`src/rtl/lsu_subword.sv`:
```
// Sub-word load/store adapter for a word-wide, byte-enable-less data RAM.
// Word accesses pass straight through; byte/halfword stores use a two-cycle read-modify-write.
module lsu_subword #(
  parameter int DataWidth = 32,
  parameter int NPos      = 1024,
  localparam int NPosWidth = $clog2(NPos)
) (
  input  logic                 clk_i,
  input  logic                 rst_i,
  input  logic                 req_i,
  input  logic                 we_i,
  input  logic [1:0]           size_i,
  input  logic                 unsigned_i,
  input  logic [31:0]          addr_i,
  input  logic [DataWidth-1:0] wdata_i,
  output logic [DataWidth-1:0] rdata_o,
  output logic                 ready_o,
  output logic                 err_o,
  output logic [NPosWidth-1:0] ram_a_o,
  output logic                 ram_we_o,
  output logic [DataWidth-1:0] ram_wd_o,
  input  logic [DataWidth-1:0] ram_rd_i,
  output logic                 dbg_state_o
);

  // Handshake: an access completes in the cycle where req_i=1 and ready_o=1;
  // the core holds every request input stable while req_i=1 and ready_o=0.

  typedef enum logic {IDLE = 1'b0, RMW_WR = 1'b1} state_t;

  localparam logic [1:0] SZ_BYTE = 2'b00;
  localparam logic [1:0] SZ_HALF = 2'b01;
  localparam logic [1:0] SZ_WORD = 2'b10;

  state_t state_q;

  logic [NPosWidth-1:0] idx_q;
  logic [1:0]           lane_q;
  logic [1:0]           size_q;
  logic [15:0]          data_q;
  logic [DataWidth-1:0] old_q;

  logic [NPosWidth-1:0] idx;
  logic [1:0]           lane;
  logic                 acc_err;
  logic                 start_rmw;
  logic [7:0]           ld_byte;
  logic [15:0]          ld_half;
  logic [DataWidth-1:0] ld_data;
  logic [DataWidth-1:0] merged;
  logic                 unused_addr;

  assign idx         = addr_i[NPosWidth+1:2];
  assign lane        = addr_i[1:0];
  assign unused_addr = ^addr_i[31:NPosWidth+2];
  assign dbg_state_o = (state_q == RMW_WR);

  assign acc_err = (size_i == 2'b11)
                 || ((size_i == SZ_HALF) && addr_i[0])
                 || ((size_i == SZ_WORD) && (addr_i[1:0] != 2'b00));

  always_comb begin
    ld_byte = 8'h00;
    case (lane)
      2'd0: ld_byte = ram_rd_i[7:0];
      2'd1: ld_byte = ram_rd_i[15:8];
      2'd2: ld_byte = ram_rd_i[23:16];
      default: ld_byte = ram_rd_i[31:24];
    endcase
    ld_half = lane[1] ? ram_rd_i[31:16] : ram_rd_i[15:0];
    ld_data = ram_rd_i;
    if (size_i == SZ_BYTE) begin
      ld_data = {{24{ld_byte[7] & ~unsigned_i}}, ld_byte};
    end else if (size_i == SZ_HALF) begin
      ld_data = {{16{ld_half[15] & ~unsigned_i}}, ld_half};
    end
  end

  // Merge operates only on registered data, so ram_rd_i never reaches ram_wd_o combinationally.
  always_comb begin
    merged = old_q;
    if (size_q == SZ_BYTE) begin
      case (lane_q)
        2'd0: merged[7:0]   = data_q[7:0];
        2'd1: merged[15:8]  = data_q[7:0];
        2'd2: merged[23:16] = data_q[7:0];
        default: merged[31:24] = data_q[7:0];
      endcase
    end else if (lane_q[1]) begin
      merged[31:16] = data_q;
    end else begin
      merged[15:0] = data_q;
    end
  end

  always_comb begin
    ready_o   = 1'b0;
    err_o     = 1'b0;
    ram_we_o  = 1'b0;
    ram_wd_o  = wdata_i;
    ram_a_o   = idx;
    rdata_o   = '0;
    start_rmw = 1'b0;
    if (!rst_i) begin
      case (state_q)
        IDLE: begin
          if (req_i) begin
            if (acc_err) begin
              err_o   = 1'b1;
              ready_o = 1'b1;
            end else if (!we_i) begin
              ready_o = 1'b1;
              rdata_o = ld_data;
            end else if (size_i == SZ_WORD) begin
              ram_we_o = 1'b1;
              ready_o  = 1'b1;
            end else begin
              start_rmw = 1'b1;
            end
          end
        end
        default: begin
          ram_a_o  = idx_q;
          ram_we_o = 1'b1;
          ram_wd_o = merged;
          ready_o  = 1'b1;
        end
      endcase
    end
  end

  always_ff @(posedge clk_i) begin
    if (rst_i) begin
      state_q <= IDLE;
    end else begin
      case (state_q)
        IDLE:    if (start_rmw) state_q <= RMW_WR;
        default: state_q <= IDLE;
      endcase
    end
  end

  // Capture registers are only consumed in RMW_WR, so they carry no reset.
  always_ff @(posedge clk_i) begin
    if (start_rmw) begin
      old_q  <= ram_rd_i;
      idx_q  <= idx;
      lane_q <= lane;
      size_q <= size_i;
      data_q <= wdata_i[15:0];
    end
  end

endmodule

```
`config.mk`:
```
export PLATFORM = sky130hd
export DESIGN_NAME = lsu_subword
export DESIGN_NICKNAME = d
export VERILOG_FILES = /design/src/rtl/lsu_subword.sv
export SDC_FILE = /design/constraint.sdc
export NUM_CORES = 1
export LEC_CHECK = 0
export CAP_MARGIN = 20
export CORE_ASPECT_RATIO = 0.5
export CORE_MARGIN = 3
export CORE_UTILIZATION = 35
export CTS_CLUSTER_DIAMETER = 120
export CTS_CLUSTER_SIZE = 10
export DETAILED_ROUTE_END_ITERATION = 8
export DONT_BUFFER_PORTS = 1
export PLACE_DENSITY_LB_ADDON = 0.3
export SYNTH_ARGS = -nofsm -noshare
export SYNTH_HDL_FRONTEND = slang
export SYNTH_SLANG_ARGS = --single-unit
```
`constraint.sdc`:
```
create_clock -name clk_i -period 12 [get_ports clk_i]
set_input_delay 2.4 -clock clk_i [delete_from_list [all_inputs] [get_ports clk_i]]
set_output_delay 2.4 -clock clk_i [all_outputs]
set_load 0.01 [all_outputs]
```
==> results.sh, run 1 <==
export IMPL_reg2reg_slack_ps=10210
export IMPL_postCtsSetupBuffers=0
export IMPL_synth_distinct_cells=42
export IMPL_synth_area_leaders="edfxtp_1 (46%), o21ai_0 (7.5%), mux2_2 (4.7%)"
export IMPL_routed_wl_um=13080
export IMPL_syn_inst=419
export IMPL_numPortBuffers=0
export IMPL_tns_ps=0
export IMPL_first_global_vias=3056
export IMPL_rsz0062_at_grt="false"
export IMPL_tightest_slew_ps=1198
export IMPL_gr_total_overflow=0
export IMPL_finalCritPeriodShare_pct=54.24
export IMPL_grt_pass1_wl_um=18790
export IMPL_fin_skew_ps=4.745
export IMPL_fp_coreArea_mm2=0.01115
export IMPL_post_route_min_period_ps=6509
export IMPL_whs_ps=665.7
export IMPL_synth_avg_cell_area_um2=9.705
export IMPL_status="finished clean"
export IMPL_synth_seq_cells=63
export IMPL_dieHeight_um=82.22
export IMPL_cts_buffer_depth=2
export IMPL_h_tree_depth=3
export IMPL_drt_initial_drc_count=285
export IMPL_drc=0
export IMPL_hpwlAfterDp_um=9386
export IMPL_setup_viol=0
export IMPL_track_usage_pct=19.37
export IMPL_timing_hold_violations_final=0
export IMPL_antenna_found_initial=0
export IMPL_async_reset_ff_share_pct=0
export IMPL_power_leakage_nw=1.497
export IMPL_hold_class="flip-flop to flip-flop"
export IMPL_clock_latency_ps=330
export IMPL_synth_ff_type="edfxtp_1"
export IMPL_vias_per_cell=6.123
export IMPL_tritoncts="done"
export IMPL_relSlewSlack_pct=20.15
export IMPL_critPathCaptureType="output pin"
export IMPL_yosys_cell_count_top_type="edfxtp_1"
export IMPL_yosysTopAreaCell="edfxtp_1"
export IMPL_cts_buffers=9
export IMPL_vias=3325
export IMPL_crit_fanout=24
export IMPL_drive_above_1_share_pct=14.32
export IMPL_clock_sinks=63
export IMPL_start_util_pct=36.48
export IMPL_synth_top_cell_area_share_pct=45.78
export IMPL_ys_warn_count=0
export IMPL_synthesis_area_mm2=0.004066
export IMPL_cp_arrival_ps=4110
export IMPL_clk_pin_slew_ps=60
export IMPL_critical_path_required_ps=9600
export IMPL_worstSetupStartpoint="addr_i[0]"
export IMPL_root_buffer="clkbuf_16"
export IMPL_p_per_area_mw_per_mm2=135.3
export IMPL_syn_nets=522
export IMPL_dr_pass1_iters=5
export IMPL_cap_violations=0
export IMPL_postRouteAntennaNets=0
export IMPL_gp_congestion=0.7704
export IMPL_slew_viol_final=0
export IMPL_antenna_cells=0
export IMPL_die_area_mm2=0.01303
export IMPL_die_w_um=158.4
export IMPL_synth_edf_count=62
export IMPL_timing_rr_start="dbg_state_o"
export IMPL_yosys_top_cells_count="edfxtp_1 (62), o21ai_0 (61), nand2_1 (47)"
export IMPL_hold_start="dbg_state_o"
export IMPL_timing_fmax_mhz=153.6
export IMPL_timing_worst_setup_path_type="input pin to output pin"
export IMPL_cts_resized=0
export IMPL_fp_row_count=27
export IMPL_critPathLaunchType="input pin"
export IMPL_num_io_pins=181
export IMPL_vdd_ir_drop_max_mv=0.06851
export IMPL_synthToLayoutAreaGrowth_pct=9.939
export IMPL_yosysSeqAreaShare_pct=46.28
export IMPL_routedWlPerCell_um=24.09
export IMPL_nets=496
export IMPL_cts_hold_buf=0
export IMPL_grt_max_degree=63
cells in the final DEF, fill, tap and decap left out, types with 2 or more instances in the layout:
cell       instances
buf_4              5
a2111oi_2          4
nor2b_1            2
o21ai_1            4
or2_2              3
mux2_2            17
and3_1             8
inv_1             11
bufinv_16          3
o21ai_0           61
nor4_1            18
clkbuf_16          9
and2_1             2
a2111oi_4          2
a31oi_1           16
nand2b_1           7
nor2_1            18
edfxtp_1          62
nand2_1           47
or3b_2             2
nor3_1             4
o32ai_1           14
and3b_1            8
mux2i_1            7
a2111oi_0          2
a21oi_1           19
a211oi_1          23
routing by layer:
metal | track usage, % | wire length (um)
met1 | 26.83 | 6028
met2 | 28.86 | 5697
met3 | 7.496 | 1253
met4 | 4.120 | 104
met5 | 0 | 0
critical path, stage by stage:
cell,delay (ps)
mux2_4,300
a221oi_4,1030
a2111oi_0,370
area by class of cell:
type	instances	area (um2)
Sequential cell	63	1882
Fill cell	1117	6678
Clock inverter	6	115.1
Multi-Input combinational cell	302	1971
Inverter	12	45.04
Clock buffer	10	239.0
Timing Repair Buffer	5	37.54
Tap cell	145	181.4
per-stage QoR:
step | instance area, um2 | utilization, % | power, mW | cells | setup slack (ps)
floorplan | 4066 | - | 0.2955 | 419 | 2544
global placement | 4116 | 36.92 | 0.3002 | 527 | 5539
detailed placement | 4116 | 36.92 | 0.3011 | 527 | 5482
CTS | 4471 | 40.10 | 0.6107 | 543 | 5490
global route | 4471 | 40.10 | 0.6237 | 543 | 5394
finish | 4471 | 40.10 | 0.6050 | 543 | 5491
registers in the layout, summed over array words and instances, names as in the netlist:
name / cells
old_q: 32
data_q: 16
idx_q: 10
lane_q: 2
size_q: 2
dbg_state_o: 1
where the power goes:
part	switching, mW	internal [mW]
Clock	0.0989	0.209
Sequential	0.00236	0.246
Combinational	0.0326	0.0157
path summary, 6_finish.rpt:
check / to / cells after the start
min reg2reg: dbg_state_o / 1
min: dbg_state_o / 1
max: rdata_o[9] / 3
max reg2reg: idx_q[4] / 2
cell families (layout without fill, tap and decap cells):
group,Yosys count,in the layout,share of synthesized area [%]
compound gates,150,150,24.95
simple gates,127,127,16.40
flops,63,63,46.28
buf+inv,54,33,5.569
mux,25,25,6.800
Power figures use the tool's default switching activity.
==> run 2, diff against run 1 <==
==> constraint.sdc (replaced) <==
create_clock -name clk_i -period 6.35 [get_ports clk_i]
set_input_delay 1.27 -clock clk_i [delete_from_list [all_inputs] [get_ports clk_i]]
set_output_delay 1.27 -clock clk_i [all_outputs]
set_load 0.01 [all_outputs]
==> results.sh, run 2 (same netlist as run 1, synthesis figures left out) <==
export IMPL_status="finished clean"
export IMPL_tns_ps=0
export IMPL_drc=0
export IMPL_p_switching_mw=0.2375
export IMPL_final_cells=543
export IMPL_cp_arrival_ps=2950
export IMPL_clk_pin_slew_ps=50
export IMPL_post_route_min_period_ps=4220
export IMPL_routed_wl_um=13090
export IMPL_num_io_pins=181
export IMPL_whs_ps=747.2
export IMPL_die_w_um=158.4
export IMPL_power_leakage_nw=1.472
export IMPL_cap_violations=0
export IMPL_drive_above_1_share_pct=14.32
export IMPL_nets=496
export IMPL_p_int_mw=0.7969
export IMPL_synthToLayoutAreaGrowth_pct=8.584
export IMPL_cts_hold_buf=0
export IMPL_postCtsSetupBuffers=0
export IMPL_critical_path_required_ps=5080
export IMPL_gr_total_overflow=0
export IMPL_rsz0062_at_grt="false"
export IMPL_switching_share_pct=22.96
export IMPL_start_util_pct=36.48
export IMPL_critPathCaptureType="output pin"
export IMPL_timing_hold_violations_final=0
export IMPL_dpl_cell_count=526
export IMPL_clock_latency_ps=330
export IMPL_first_global_vias=3022
export IMPL_antenna_found_initial=0
export IMPL_vias_per_cell=6.131
export IMPL_root_buffer="clkbuf_16"
export IMPL_track_usage_pct=19.49
export IMPL_antenna_cells=0
export IMPL_p_per_area_mw_per_mm2=234.3
export IMPL_relSlewSlack_pct=23.64
export IMPL_p_clk_share_pct=45.8
export IMPL_tightest_slew_ps=1145
export IMPL_gp_congestion=0.7965
export IMPL_hpwlAfterDp_um=9504
export IMPL_wl_met1_um=5860
export IMPL_fin_skew_ps=3.748
export IMPL_timing_worst_setup_path_type="input pin to output pin"
export IMPL_crit_fanout=24
export IMPL_timing_fmax_mhz=237.0
export IMPL_final_common_cell="edfxtp_1"
export IMPL_met3WireLength_um=1155
export IMPL_finalCritPeriodShare_pct=66.45
export IMPL_tritoncts="done"
export IMPL_slew_viol_final=0
export IMPL_hold_class="flip-flop to flip-flop"
export IMPL_fp_coreArea_mm2=0.01115
export IMPL_combPwrFrac_pct=8.8
export IMPL_critPathLaunchType="input pin"
export IMPL_setup_viol=0
export IMPL_dieHeight_um=82.22
export IMPL_largest_reg_flops=32
export IMPL_dr_pass1_iters=5
export IMPL_wl_met2_um=5921
export IMPL_drt_initial_drc_count=243
export IMPL_fp_row_count=27
export IMPL_postRouteAntennaNets=0
export IMPL_p_seq_share_pct=45.4
export IMPL_cts_resized=0
export IMPL_place_ws_ps=2103
export IMPL_setup_ws_ps=2130
export IMPL_vdd_ir_drop_max_mv=0.1374
export IMPL_largestRegisters="old_q (32), data_q (16), idx_q (10)"
export IMPL_grt_pass1_wl_um=18770
export IMPL_vias=3329
export IMPL_final_cell_mix="edfxtp_1 (62), o21ai_0 (61), nand2_1 (47)"
export IMPL_top_layer="met4"
export IMPL_numPortBuffers=0
export IMPL_cts_buffer_depth=2
export IMPL_routedWlPerCell_um=24.10
export IMPL_utilization_pct=39.61
export IMPL_cts_buffers=9
export IMPL_die_area_mm2=0.01303
export IMPL_largest_register="old_q"
export IMPL_clock_sinks=63
export IMPL_grt_max_degree=63
export IMPL_h_tree_depth=3
-- run 2: cell type report --
type	instances	area, um2
multi-input cells	302	1982
repair buffers	5	35.03
inverters	12	45.04
flip-flops and latches	63	1882
clock buffers	10	229.0
clock inverters	6	61.31
fillers	1098	6733
well taps	145	181.4
-- run 2: metal layers --
layer  vias to the layer above  track usage (%)
met5                         -                0
met4                         0            5.064
met2                       133            28.81
met1                      1620            27.10
li1                       1562                -
met3                        14            7.080
-- run 2: final timing paths --
check | end | cells after the start | startpoint | slack, ps
hold / removal | dbg_state_o | 1 | dbg_state_o | 750
setup / recovery | rdata_o[8] | 4 | addr_i[0] | 2130
setup reg to reg | idx_q[9] | 2 | dbg_state_o | 4540
hold reg to reg | dbg_state_o | 1 | dbg_state_o | 750
-- run 2: through the flow --
stage               total power [mW]  instance area [um2]
floorplan                     0.5580                 4073
global placement              0.5673                 4120
detailed placement            0.5684                 4120
CTS                            1.046                 4410
global route                   1.076                 4415
finish                         1.034                 4415
-- run 2: power groups by stage --
stage / clock [mW] / combinational (mW) / sequential, mW
after CTS: 0.486 / 0.0912 / 0.469
after floorplan: 0 / 0.0819 / 0.476
after global placement: 0 / 0.0898 / 0.478
after global routing: 0.505 / 0.101 / 0.470
after detailed placement: 0 / 0.0908 / 0.478
final: 0.474 / 0.0909 / 0.469
-- run 2: critical path, stage by stage --
cell,delay [ps]
mux2_2,350
a221oi_4,940
a2111oi_0,170
clkbuf_2,210
==> run 3, diff against run 2 <==
==> constraint.sdc (replaced) <==
create_clock -name clk_i -period 3.7 [get_ports clk_i]
set_input_delay 0.74 -clock clk_i [delete_from_list [all_inputs] [get_ports clk_i]]
set_output_delay 0.74 -clock clk_i [all_outputs]
set_load 0.01 [all_outputs]
==> results.sh, run 3 (same netlist as run 1, synthesis figures left out) <==
export IMPL_fp_coreArea_mm2=0.01115
export IMPL_gp_congestion=0.8182
export IMPL_largestRegisters="old_q (32), data_q (16), idx_q (10)"
export IMPL_cts_hold_buf=0
export IMPL_first_global_vias=2961
export IMPL_postCtsSetupBuffers=0
export IMPL_status="finished clean"
export IMPL_grt_max_degree=63
export IMPL_routedWlPerCell_um=23.78
export IMPL_drive_above_1_share_pct=15.84
export IMPL_timing_worst_setup_path_type="flip-flop to output pin"
export IMPL_largest_reg_flops=32
export IMPL_r2r_cells=2
export IMPL_start_util_pct=36.48
export IMPL_routed_wl_um=13050
export IMPL_reg2reg_slack_ps=1920
export IMPL_dieHeight_um=82.22
export IMPL_tightest_slew_ps=915.1
export IMPL_drt_initial_drc_count=285
export IMPL_utilization_pct=40.55
export IMPL_dr_pass1_iters=5
export IMPL_gr_total_overflow=0
export IMPL_crit_slowest_cell="nor4_1"
export IMPL_synthToLayoutAreaGrowth_pct=11.17
export IMPL_drc=0
export IMPL_power_leakage_nw=1.531
export IMPL_vias=3338
export IMPL_h_tree_depth=3
export IMPL_timing_rr_start="dbg_state_o"
export IMPL_antenna_found_initial=0
export IMPL_timing_hold_violations_final=0
export IMPL_critical_path_required_ps=2960
export IMPL_worstSetupStartpoint="dbg_state_o"
export IMPL_slew_viol_final=0
export IMPL_final_cells=549
export IMPL_relSlewSlack_pct=38.87
export IMPL_nets=502
export IMPL_multi_input_area_mm2=0.001987
export IMPL_vdd_ir_drop_max_mv=0.2819
export IMPL_tritoncts="done"
export IMPL_whs_ps=509.5
export IMPL_cts_buffers=9
export IMPL_rsz0062_at_grt="false"
export IMPL_clock_sinks=63
export IMPL_critPathLaunchType="flip-flop"
export IMPL_clk_pin_slew_ps=50
export IMPL_crit_path_end="rdata_o[29]"
export IMPL_tns_ps=0
export IMPL_largest_register="old_q"
export IMPL_cap_violations=0
export IMPL_track_usage_pct=19.13
export IMPL_grt_pass1_wl_um=18400
export IMPL_postRouteAntennaNets=0
export IMPL_max_stage_delay_ps=630
export IMPL_final_common_cell="edfxtp_1"
export IMPL_setup_viol=0
export IMPL_post_route_min_period_ps=3057
export IMPL_cts_buffer_depth=2
export IMPL_cp_arrival_ps=2320
export IMPL_critPathCaptureType="output pin"
export IMPL_die_w_um=158.4
export IMPL_final_cell_mix="edfxtp_1 (62), o21ai_0 (61), nand2_1 (47)"
export IMPL_finalCritPeriodShare_pct=82.63
export IMPL_fp_row_count=27
export IMPL_r2r_end="idx_q[9]"
export IMPL_hpwlAfterDp_um=9578
export IMPL_path_cells="nor4b_1 -> o21ai_2 -> buf_4 -> nor4_1"
export IMPL_hold_class="input pin to flip-flop"
export IMPL_cts_resized=0
export IMPL_clock_latency_ps=320
export IMPL_dpl_cell_count=533
export IMPL_die_area_mm2=0.01303
export IMPL_numPortBuffers=0
export IMPL_total_power_mw=1.914
export IMPL_fin_skew_ps=3.724
export IMPL_root_buffer="clkbuf_16"
export IMPL_crit_fanout=23
export IMPL_antenna_cells=0
export IMPL_timing_fmax_mhz=327.1
export IMPL_seqCellArea_mm2=0.001882
export IMPL_p_per_area_mw_per_mm2=423.4
export IMPL_num_io_pins=181
export IMPL_vias_per_cell=6.080
export IMPL_fillers=1104
## run 3: changes by cell type in the layout (fill, tap and decap cells not counted), sizes merged
cell	delta
clkinv	-3
bufinv	+1
clkbuf	+1
buf	+7
## run 3: per-layer routing
layer / global-route usage [%] / routed length (um) / up-vias
met5: 0 / 0 / -
met4: 5.064 / 206 / 0
met3: 7.860 / 1352 / 14
met2: 28.86 / 5780 / 172
met1: 25.54 / 5714 / 1572
li1: - / - / 1580
## run 3: through the flow
| stage | setup slack, ps | cell area (um2) |
|---|---|---|
| 2_1_floorplan | 32.22 | 4089 |
| 3_3_place_gp | 692.4 | 4178 |
| 3_5_place_dp | 700.1 | 4178 |
| 4_1_cts | 602.0 | 4521 |
| 5_1_grt | 451.4 | 4521 |
| 6_report | 642.7 | 4521 |
## run 3: area by class of cell
type                            count  share of cell area [%]
Clock buffer                       12                   5.895
Clock inverter                      4                   1.688
Inverter                           12                  0.9964
Multi-Input combinational cell    302                   43.95
Sequential cell                    63                   41.63
Tap cell                          145                   4.013
Timing Repair Buffer               11                   1.827
## run 3: power by group
group	internal, mW	switching [mW]	total (mW)
Clock	0.646	0.304	0.949
Sequential	0.798	0.00731	0.805
Combinational	0.0538	0.105	0.159
Total	1.50	0.417	1.91
## run 3: worst min path at each step
stage | end | from | depth (start not counted) | slack, ps
3_3_place_gp | dbg_state_o | dbg_state_o | 1 | 690
4_1_cts | data_q[13] | wdata_i[13] | 0 | 490
6_report | old_q[16] | ram_rd_i[16] | 0 | 510
5_1_grt | data_q[6] | wdata_i[6] | 0 | 490
2_1_floorplan | dbg_state_o | dbg_state_o | 1 | 630
3_5_place_dp | dbg_state_o | dbg_state_o | 1 | 690
## run 3: worst max-delay path, delay by kind of cell, from the launching register on
family | cells | cell delay, ps
buffers and inverters | 1 | 280
flip-flops | 1 | 420
AND/OR/NAND/NOR | 2 | 1070
AO/OA/AOI/OAI | 1 | 230
